[src/rtl/sync_fifo_pkg.sv]
// Shared defaults, flag payload type and the pointer-to-flag helper for sync_fifo.
package sync_fifo_pkg;

  localparam int unsigned DATA_WIDTH_DEF = 8;
  localparam int unsigned DEPTH_DEF      = 16;
  localparam int unsigned PTR_WIDTH_DEF  = 4;

  typedef struct packed {
    logic full;
    logic empty;
  } flags_t;

  // Pointers carry one wrap bit above the address; callers zero-extend to 32 bits.
  // Full means the pointers differ in the wrap bit only.
  function automatic flags_t ptr_flags(input logic [31:0] wptr,
                                       input logic [31:0] rptr,
                                       input int unsigned ptr_width);
    flags_t f;
    f.empty = (wptr == rptr);
    f.full  = ((wptr ^ rptr) == (32'd1 << ptr_width));
    return f;
  endfunction

endpackage

[src/rtl/sync_fifo_mem.sv]
// Simple dual-port register array: synchronous write, registered read data.
module sync_fifo_mem
  import sync_fifo_pkg::*;
#(
  parameter int unsigned DATA_WIDTH = DATA_WIDTH_DEF,
  parameter int unsigned DEPTH      = DEPTH_DEF,
  parameter int unsigned ADDR_WIDTH = PTR_WIDTH_DEF
) (
  input  logic                  clk,
  input  logic                  rst,
  input  logic                  wr_en,
  input  logic [ADDR_WIDTH-1:0] waddr,
  input  logic [DATA_WIDTH-1:0] wdata,
  input  logic                  rd_en,
  input  logic [ADDR_WIDTH-1:0] raddr,
  output logic [DATA_WIDTH-1:0] rdata
);

  logic [DATA_WIDTH-1:0] mem [DEPTH];

  // Storage is not reset; its contents are meaningless until written.
  always_ff @(posedge clk) begin
    if (wr_en) begin
      mem[waddr] <= wdata;
    end
  end

  always_ff @(posedge clk or negedge rst) begin
    if (!rst) begin
      rdata <= '0;
    end else if (rd_en) begin
      rdata <= mem[raddr];
    end
  end

endmodule

[src/rtl/sync_fifo.sv]
// Single-clock FIFO with exact registered full/empty flags and registered dout.
// Define SYNC_FIFO_ERR_EN to add registered overflow/underflow pulse outputs.
module sync_fifo
  import sync_fifo_pkg::*;
#(
  parameter int unsigned DATA_WIDTH = DATA_WIDTH_DEF,
  parameter int unsigned DEPTH      = DEPTH_DEF,
  parameter int unsigned PTR_WIDTH  = PTR_WIDTH_DEF
) (
  input  logic                  clk,
  input  logic                  rst,
  input  logic                  wr_en,
  input  logic                  rd_en,
  input  logic [DATA_WIDTH-1:0] din,
  output logic [DATA_WIDTH-1:0] dout,
  output logic                  empty,
`ifdef SYNC_FIFO_ERR_EN
  output logic                  overflow,
  output logic                  underflow,
`endif
  output logic                  full
);

  localparam int unsigned PW = PTR_WIDTH + 1;

  logic [PW-1:0] wptr;
  logic [PW-1:0] rptr;
  logic [PW-1:0] wptr_next;
  logic [PW-1:0] rptr_next;
  logic          wr_accept;
  logic          rd_accept;
  flags_t        flags_next;

  // Requests are qualified by the registered flags, so rejected requests touch nothing.
  assign wr_accept  = wr_en && !full;
  assign rd_accept  = rd_en && !empty;
  assign wptr_next  = wr_accept ? wptr + PW'(1) : wptr;
  assign rptr_next  = rd_accept ? rptr + PW'(1) : rptr;
  assign flags_next = ptr_flags(32'(wptr_next), 32'(rptr_next), PTR_WIDTH);

  always_ff @(posedge clk or negedge rst) begin
    if (!rst) begin
      wptr  <= '0;
      rptr  <= '0;
      empty <= 1'b1;
      full  <= 1'b0;
    end else begin
      wptr  <= wptr_next;
      rptr  <= rptr_next;
      empty <= flags_next.empty;
      full  <= flags_next.full;
    end
  end

  sync_fifo_mem #(
    .DATA_WIDTH(DATA_WIDTH),
    .DEPTH     (DEPTH),
    .ADDR_WIDTH(PTR_WIDTH)
  ) u_mem (
    .clk  (clk),
    .rst  (rst),
    .wr_en(wr_accept),
    .waddr(wptr[PTR_WIDTH-1:0]),
    .wdata(din),
    .rd_en(rd_accept),
    .raddr(rptr[PTR_WIDTH-1:0]),
    .rdata(dout)
  );

`ifdef SYNC_FIFO_ERR_EN
  // One-cycle pulses flagging requests the FIFO had to reject.
  always_ff @(posedge clk or negedge rst) begin
    if (!rst) begin
      overflow  <= 1'b0;
      underflow <= 1'b0;
    end else begin
      overflow  <= wr_en && full;
      underflow <= rd_en && empty;
    end
  end
`endif

endmodule

[config.mk]
export PLATFORM = sky130hd
export DESIGN_NAME = sync_fifo
export DESIGN_NICKNAME = d
export VERILOG_FILES = /design/src/rtl/sync_fifo_pkg.sv /design/src/rtl/sync_fifo_mem.sv /design/src/rtl/sync_fifo.sv
export SDC_FILE = /design/constraint.sdc
export NUM_CORES = 1
export LEC_CHECK = 0
export ABC_AREA = 1
export CORE_AREA = 2 2 133 135
export CTS_CLUSTER_SIZE = 30
export DETAILED_ROUTE_END_ITERATION = 7
export DIE_AREA = 0 0 135 137
export GPL_TIMING_DRIVEN = 0
export PLACE_DENSITY = 0.6
export SLEW_MARGIN = 20
export SYNTH_ARGS = -nofsm -noshare
export SYNTH_HDL_FRONTEND = slang
export SYNTH_SLANG_ARGS = --single-unit
[constraint.sdc]
create_clock -name clk -period 1.61 [get_ports clk]
set_input_delay 0.161 -clock clk [delete_from_list [all_inputs] [get_ports clk]]
set_output_delay 0.161 -clock clk [all_outputs]
set_load 0.02 [all_outputs]
==> results of run 1 <==
[cell usage in the layout, fill, tap and decap left out, types with 16 or more instances in the layout]
cell / count
clkdlybuf4s50_1: 16
nor2_4: 18
dfrtp_1: 17
nor2_1: 81
o21ai_0: 33
nand3_1: 54
clkbuf_16: 17
edfxtp_1: 128
a21oi_1: 16
inv_1: 19
nand2_1: 135
[per-layer routing]
metal	vias up	global-route usage [%]	share of wire, %
li1	2052	-	-
met1	2108	22.4	44
met2	150	27.5	47
met3	37	4.26	5.7
met4	0	9.14	3.2
met5	-	0	0
[flip-flops by register name, summed over array words and instances, names as in the netlist]
signal       count
u_mem.mem      128
u_mem.rdata      8
rptr             5
wptr             5
empty            1
full             1
[worst register-to-register path, stage by stage (launching register included)]
cell and delay (ns):
dfrtp_1 0.46, inv_1 0.23, nand2_1 0.27, nor2_4 0.30
[report_power, final]
part / internal [W] / total, W / leakage, nW / switching [W]
Sequential: 0.00469 / 0.00497 / 1.39 / 0.000284
Combinational: 0.00163 / 0.00466 / 1.22 / 0.00303
Clock: 0.00251 / 0.00404 / 0.287 / 0.00154
Total: 0.00883 / 0.0137 / 2.90 / 0.00485
[kinds of logic (layout without fill, tap and decap cells)]
group | Yosys count | count (layout)
simple gates | 304 | 304
flops | 148 | 148
compound gates | 60 | 60
buf+inv | 52 | 118
fa+ha+maj | 5 | 5
xor+xnor | 2 | 2
[cell type report]
type | count | area, µm² | area share, %
clock inverters | 13 | 156 | 2.02
multi-input cells | 371 | 1840 | 23.7
clock buffers | 19 | 453 | 5.85
repair buffers | 34 | 395 | 5.10
plain buffers | 24 | 170 | 2.20
inverters | 28 | 105 | 1.36
flip-flops and latches | 148 | 4350 | 56.1
well taps | 225 | 282 | 3.63
[how the worst max path moves through the flow]
stage                                       to         startpoint  slack [ns]  cells past startpoint
floorplan           u_mem.mem[11][0]$_DFFE_PP_     full$_DFF_PN0_        0.06                      3
global placement     u_mem.mem[9][5]$_DFFE_PP_              wr_en       -0.63                      5
detailed placement  u_mem.mem[12][1]$_DFFE_PP_              wr_en       -0.66                      5
CTS                  u_mem.mem[6][4]$_DFFE_PP_     full$_DFF_PN0_       -0.13                      3
global route                    full$_DFF_PN0_  rptr[3]$_DFF_PN0_       -0.06                      6
finish              u_mem.mem[10][5]$_DFFE_PP_  wptr[2]$_DFF_PN0_        0.03                      3
[per-stage QoR]
stage / hold WS, ns / setup slack, ns
after floorplan: -0.135 / 0.0554
after global placement: 0.516 / -0.627
after detailed placement: 0.526 / -0.658
after CTS: 0.318 / -0.133
after global routing: 0.270 / -0.0590
final: 0.244 / 0.0307
[timing repair]
item,CTS,global route
endpoints found under the hold margin,0,19
setup endpoints to repair,141,116
gates resized for setup,42,44
pin swaps,7,14
buffers inserted,7,5
hold buffers,0,1
==> flow_metrics.tcl, run 1 <==
set metrics [dict create \
    cts_root_buf "clkbuf_16" \
    cp_max_fo 8 \
    core_area_mm2 0.0171 \
    start_util_pct 36.4 \
    synth-seq-area-share_pct 70.0 \
    vias_per_cell 5.04 \
    htreeDepth 4 \
    slew-limit-headroom_pct 45.3 \
    post-route-min-period_ns 1.58 \
    synth_xor_area_share_pct 0.282 \
    worstMarginPinSlew_ns 0.818 \
    synth.area.mux_share_pct 0 \
    dpl_cell_area_mm2 0.00670 \
    endpoint_kind "flip-flop" \
    synth_cell_types 22 \
    first_global_vias 4251 \
    path_class "flip-flop to flip-flop" \
    path_clk_slew_ns 0.06 \
    synth-simple-area-share_pct 19.9 \
    layout-drive-gt1-share_pct 17.7 \
    worst-path-buf-inv 1 \
    synth-seq-cells 148 \
    rsz0062_at_grt "yes" \
    place.gp.congestion 0.875 \
    slowest_stage "dfrtp_1" \
    portBuffers 21 \
    cts_tree "built" \
    clockBufferDepth 2 \
    crit_path_start_kind "flip-flop" \
    drt_first_pass_iters 5 \
    ir_drop_mv 0.857 \
    place_hpwl_um 10000 \
    dieArea_mm2 0.0185 \
    antenna_found_initial 0 \
    fin_setup_tns_ns 0 \
    final_hold_viol_count 0 \
    synth_fp_nets 588 \
    clock.fmax_ghz 0.633 \
    hold_path_class "input port to asynchronous set/reset pin" \
    synthCells 571 \
    clock_sinks 148 \
    ys_warn_count 0 \
    worstSkewPairLatency_ns 0.43 \
    grt_overflow 0 \
    io_pins 22 \
    power_w 0.0137 \
    synth_top_family_by_area "simple AND/OR/NAND/NOR gates" \
    cp_top_family "simple AND/OR/NAND/NOR gates" \
    grt_pass1_wl_um 23300 \
    grt_max_degree 21 \
    ys.flop_type "edfxtp_1" \
    fin_util_pct 45.4 \
    synthMostInstantiatedCell "nand2_1" \
    synth_top_cells_by_area "edfxtp_1 62%, nand2_1 8.6%, dfrtp_1 7.7%" \
    yosys-top-cells-count "143 x nand2_1, 128 x edfxtp_1, 100 x nor2_1, 57 x nand3_1, 35 x o21ai_0" \
    max_stage_delay_ns 0.46 \
    rr_startpoint "wptr[2]$_DFF_PN0_" \
    post-route-drc-count 0 \
    cp.arrival_ns 1.69 \
    die_w_um 135 \
    synth_edf_count 128 \
    drt_iter0_drc 454 \
    status "completed" \
    place_inst 817 \
    cts_made_buffers 17 \
    rr_endpoint "u_mem.mem[10][5]$_DFFE_PP_" \
    synth_fa_ha_area_share_pct 1.01 \
    crit_chain "inv_1 > nand2_1 > nor2_4" \
    wire_per_inst_um 17.7 \
    avgSynthCellArea_um2 10.9 \
    syn2layout_area_growth_pct 24.8 \
    synth_top_area_cell "edfxtp_1" \
    nets 641 \
    chipHeight_um 137 \
    cap_violations 0 \
    synth-compound-area-share_pct 5.16 \
    drtAntennaViolNets 0 \
    synth_async_sr_flop_share_pct 13.5 \
    r2r_cells 3 \
    grt.total_usage_pct 17.4 \
    synth_top_area_share_pct 61.9 \
    p_leak_nw 2.90 \
    clock_skew_ns 0.00776 \
    vias 4347 \
    final_area_mm2 0.00775 \
    syn_area_mm2 0.00621 \
    fp-row-count 48 \
    drv_slew 0 \
    rrSetupSlack_ns 0.03 \
    post-route-period-util_pct 98.1 \
    power_density_mw_per_mm2 1770 \
    setup_violations 0 \
    antennaDiodeCount 0 \
    wirelength_um 15200 \
    final_cells 862 \
    fill_cells 1570 \
    required_ns 1.72 \
]
(Power assumes the default switching activity.)
==> run 2: changes to the inputs <==
--- a/config.mk
+++ b/config.mk
@@ -11,7 +11,7 @@
 export DETAILED_ROUTE_END_ITERATION = 7
 export DIE_AREA = 0 0 135 137
 export GPL_TIMING_DRIVEN = 0
-export PLACE_DENSITY = 0.6
+export PLACE_DENSITY = 0.58
 export SLEW_MARGIN = 20
 export SYNTH_ARGS = -nofsm -noshare
 export SYNTH_HDL_FRONTEND = slang
==> constraint.sdc (replaced) <==
create_clock -name clk -period 1.8 [get_ports clk]
set_input_delay 0.18 -clock clk [delete_from_list [all_inputs] [get_ports clk]]
set_output_delay 0.18 -clock clk [all_outputs]
set_load 0.02 [all_outputs]
==> flow_metrics.tcl, run 2 (synthesized netlist as in run 1, its figures left out) <==
set metrics [dict create \
    multi_input_area_mm2 0.00172 \
    rr_startpoint "full$_DFF_PN0_" \
    worstMarginPinSlew_ns 0.834 \
    antenna_found_initial 0 \
    cts_made_buffers 17 \
    chipHeight_um 137 \
    layout_commonest_cell "nand2_1" \
    clock.fmax_ghz 0.566 \
    post-route-period-util_pct 98.2 \
    final_cells 853 \
    reg.largest.list "u_mem.mem: 128 flops, u_mem.rdata: 8 flops" \
    fp-row-count 48 \
    drt_first_pass_iters 5 \
    grt_pass1_wl_um 23300 \
    p_leak_nw 2.77 \
    nets 632 \
    syn2layout_area_growth_pct 19.3 \
    rrSetupSlack_ns 0.03 \
    largest_reg_flops 128 \
    core_area_mm2 0.0171 \
    grt_overflow 0 \
    wirelength_um 15100 \
    start_util_pct 36.4 \
    setup_slack_ns 0.0332 \
    cp.arrival_ns 1.83 \
    final_hold_viol_count 0 \
    htreeDepth 4 \
    vias 4252 \
    required_ns 1.86 \
    io_pins 22 \
    vias_per_cell 4.98 \
    rr_endpoint "u_mem.mem[1][5]$_DFFE_PP_" \
    cap_violations 0 \
    clockBufferDepth 2 \
    clock_skew_ns 0.00676 \
    final_area_mm2 0.00741 \
    antennaDiodeCount 0 \
    r2r_cells 3 \
    pwr-share-clk_pct 29.4 \
    dpl_cell_area_mm2 0.00670 \
    p_sw_w 0.00430 \
    top_register "u_mem.mem" \
    grt.total_usage_pct 17.4 \
    fin_setup_tns_ns 0 \
    slew-limit-headroom_pct 44.2 \
    layout-drive-gt1-share_pct 13.1 \
    clock_sinks 148 \
    drtAntennaViolNets 0 \
    status "completed" \
    endpoint_kind "flip-flop" \
    drv_slew 0 \
    mostFrequentLayoutCells "143 x nand2_1, 128 x edfxtp_1, 85 x nor2_1" \
    rsz0062_at_grt "yes" \
    cts_root_buf "clkbuf_16" \
    path_clk_slew_ns 0.06 \
    dieArea_mm2 0.0185 \
    regArea_mm2 0.00435 \
    seqPwrFrac_pct 37.9 \
    path_class "flip-flop to flip-flop" \
    hold_path_class "input port to asynchronous set/reset pin" \
    first_global_vias 4194 \
    fill_cells 1597 \
    fin_hold_ws_ns 0.268 \
    die_w_um 135 \
    worstSkewPairLatency_ns 0.42 \
    power_density_mw_per_mm2 1570 \
    drt_iter0_drc 480 \
    cp_max_fo 8 \
    grt_max_degree 21 \
    ir_drop_mv 0.709 \
    place_ws_ns -0.503 \
    post-route-drc-count 0 \
    post-route-min-period_ns 1.77 \
    pwr-share-comb_pct 32.6 \
    cts_tree "built" \
    portBuffers 21 \
    setup_violations 0 \
    crit_path_start_kind "flip-flop" \
    place_inst 817 \
    wire_per_inst_um 17.8 \
    place_hpwl_um 10100 \
    swShare_pct 36.9 \
    p_int_w 0.00735 \
    place.gp.congestion 0.844 \
]
[run 2: cell types whose count changed in the layout (fill, tap and decap cells not counted), sizes merged]
cell,previous run,this run
buf,29,20
inv,27,31
clkdlybuf4s50,16,19
clkinv,6,9
clkinvlp,5,2
bufinv,3,1
clkbuf,27,25
dlymetal6s2s,2,0
dlygate4sd2,2,1
[run 2: power groups by stage]
stage | registers (W) | clock network [W] | logic [W]
2_1_floorplan | 0.00454 | 0 | 0.00229
3_3_place_gp | 0.00447 | 0 | 0.00356
6_report | 0.00442 | 0.00343 | 0.00380
4_1_cts | 0.00442 | 0.00346 | 0.00366
5_1_grt | 0.00447 | 0.00360 | 0.00419
3_5_place_dp | 0.00449 | 0 | 0.00361
[run 2: area by class of cell]
type	count	area share, %
Buffer	24	1.79
Clock buffer	17	5.74
Clock inverter	15	2.04
Inverter	28	1.42
Multi-Input combinational cell	371	23.2
Sequential cell	148	58.7
Tap cell	225	3.80
Timing Repair Buffer	25	3.36
[run 2: timing repair]
item | in CTS | in global routing
pin swaps | 0 | 3
endpoints found under the setup margin | 119 | 106
buffers inserted | 0 | 3
resized for setup | 11 | 22
endpoints found under the hold margin | 0 | 19
hold buffers | 0 | 1
[run 2: how the worst max path moves through the flow]
| stage | endpoint | from | slack [ns] |
|---|---|---|---|
| after detailed placement | u_mem.mem[3][6]$_DFFE_PP_ | wr_en | -0.50 |
| final | u_mem.mem[1][5]$_DFFE_PP_ | full$_DFF_PN0_ | 0.03 |
| after CTS | u_mem.mem[1][2]$_DFFE_PP_ | full$_DFF_PN0_ | -0.14 |
| after global placement | u_mem.mem[3][6]$_DFFE_PP_ | wr_en | -0.45 |
| after floorplan | u_mem.mem[11][0]$_DFFE_PP_ | full$_DFF_PN0_ | 0.25 |
| after global routing | u_mem.mem[1][6]$_DFFE_PP_ | full$_DFF_PN0_ | -0.03 |
[run 2: per-layer routing]
layer  vias up  wire length (µm)  track usage [%]
met5         -                 0                0
met4         0               239             6.66
met1      2061              6680             22.6
met3        23               760             4.26
li1       2036                 -                -
met2       132              7470             28.3
[run 2: worst max-delay path, stage by stage (launching register included)]
cell     delay (ns)
dfrtp_1        0.44
nor2_4         0.22
nand2_1        0.23
nor2_2         0.51
[run 2: stage by stage]
| stage | total power [W] | utilization [%] |
|---|---|---|
| after floorplan | 0.00683 | - |
| after global routing | 0.0123 | 43.4 |
| after global placement | 0.00803 | 39.3 |
| final | 0.0116 | 43.4 |
| after detailed placement | 0.00810 | 39.3 |
| after CTS | 0.0115 | 42.8 |
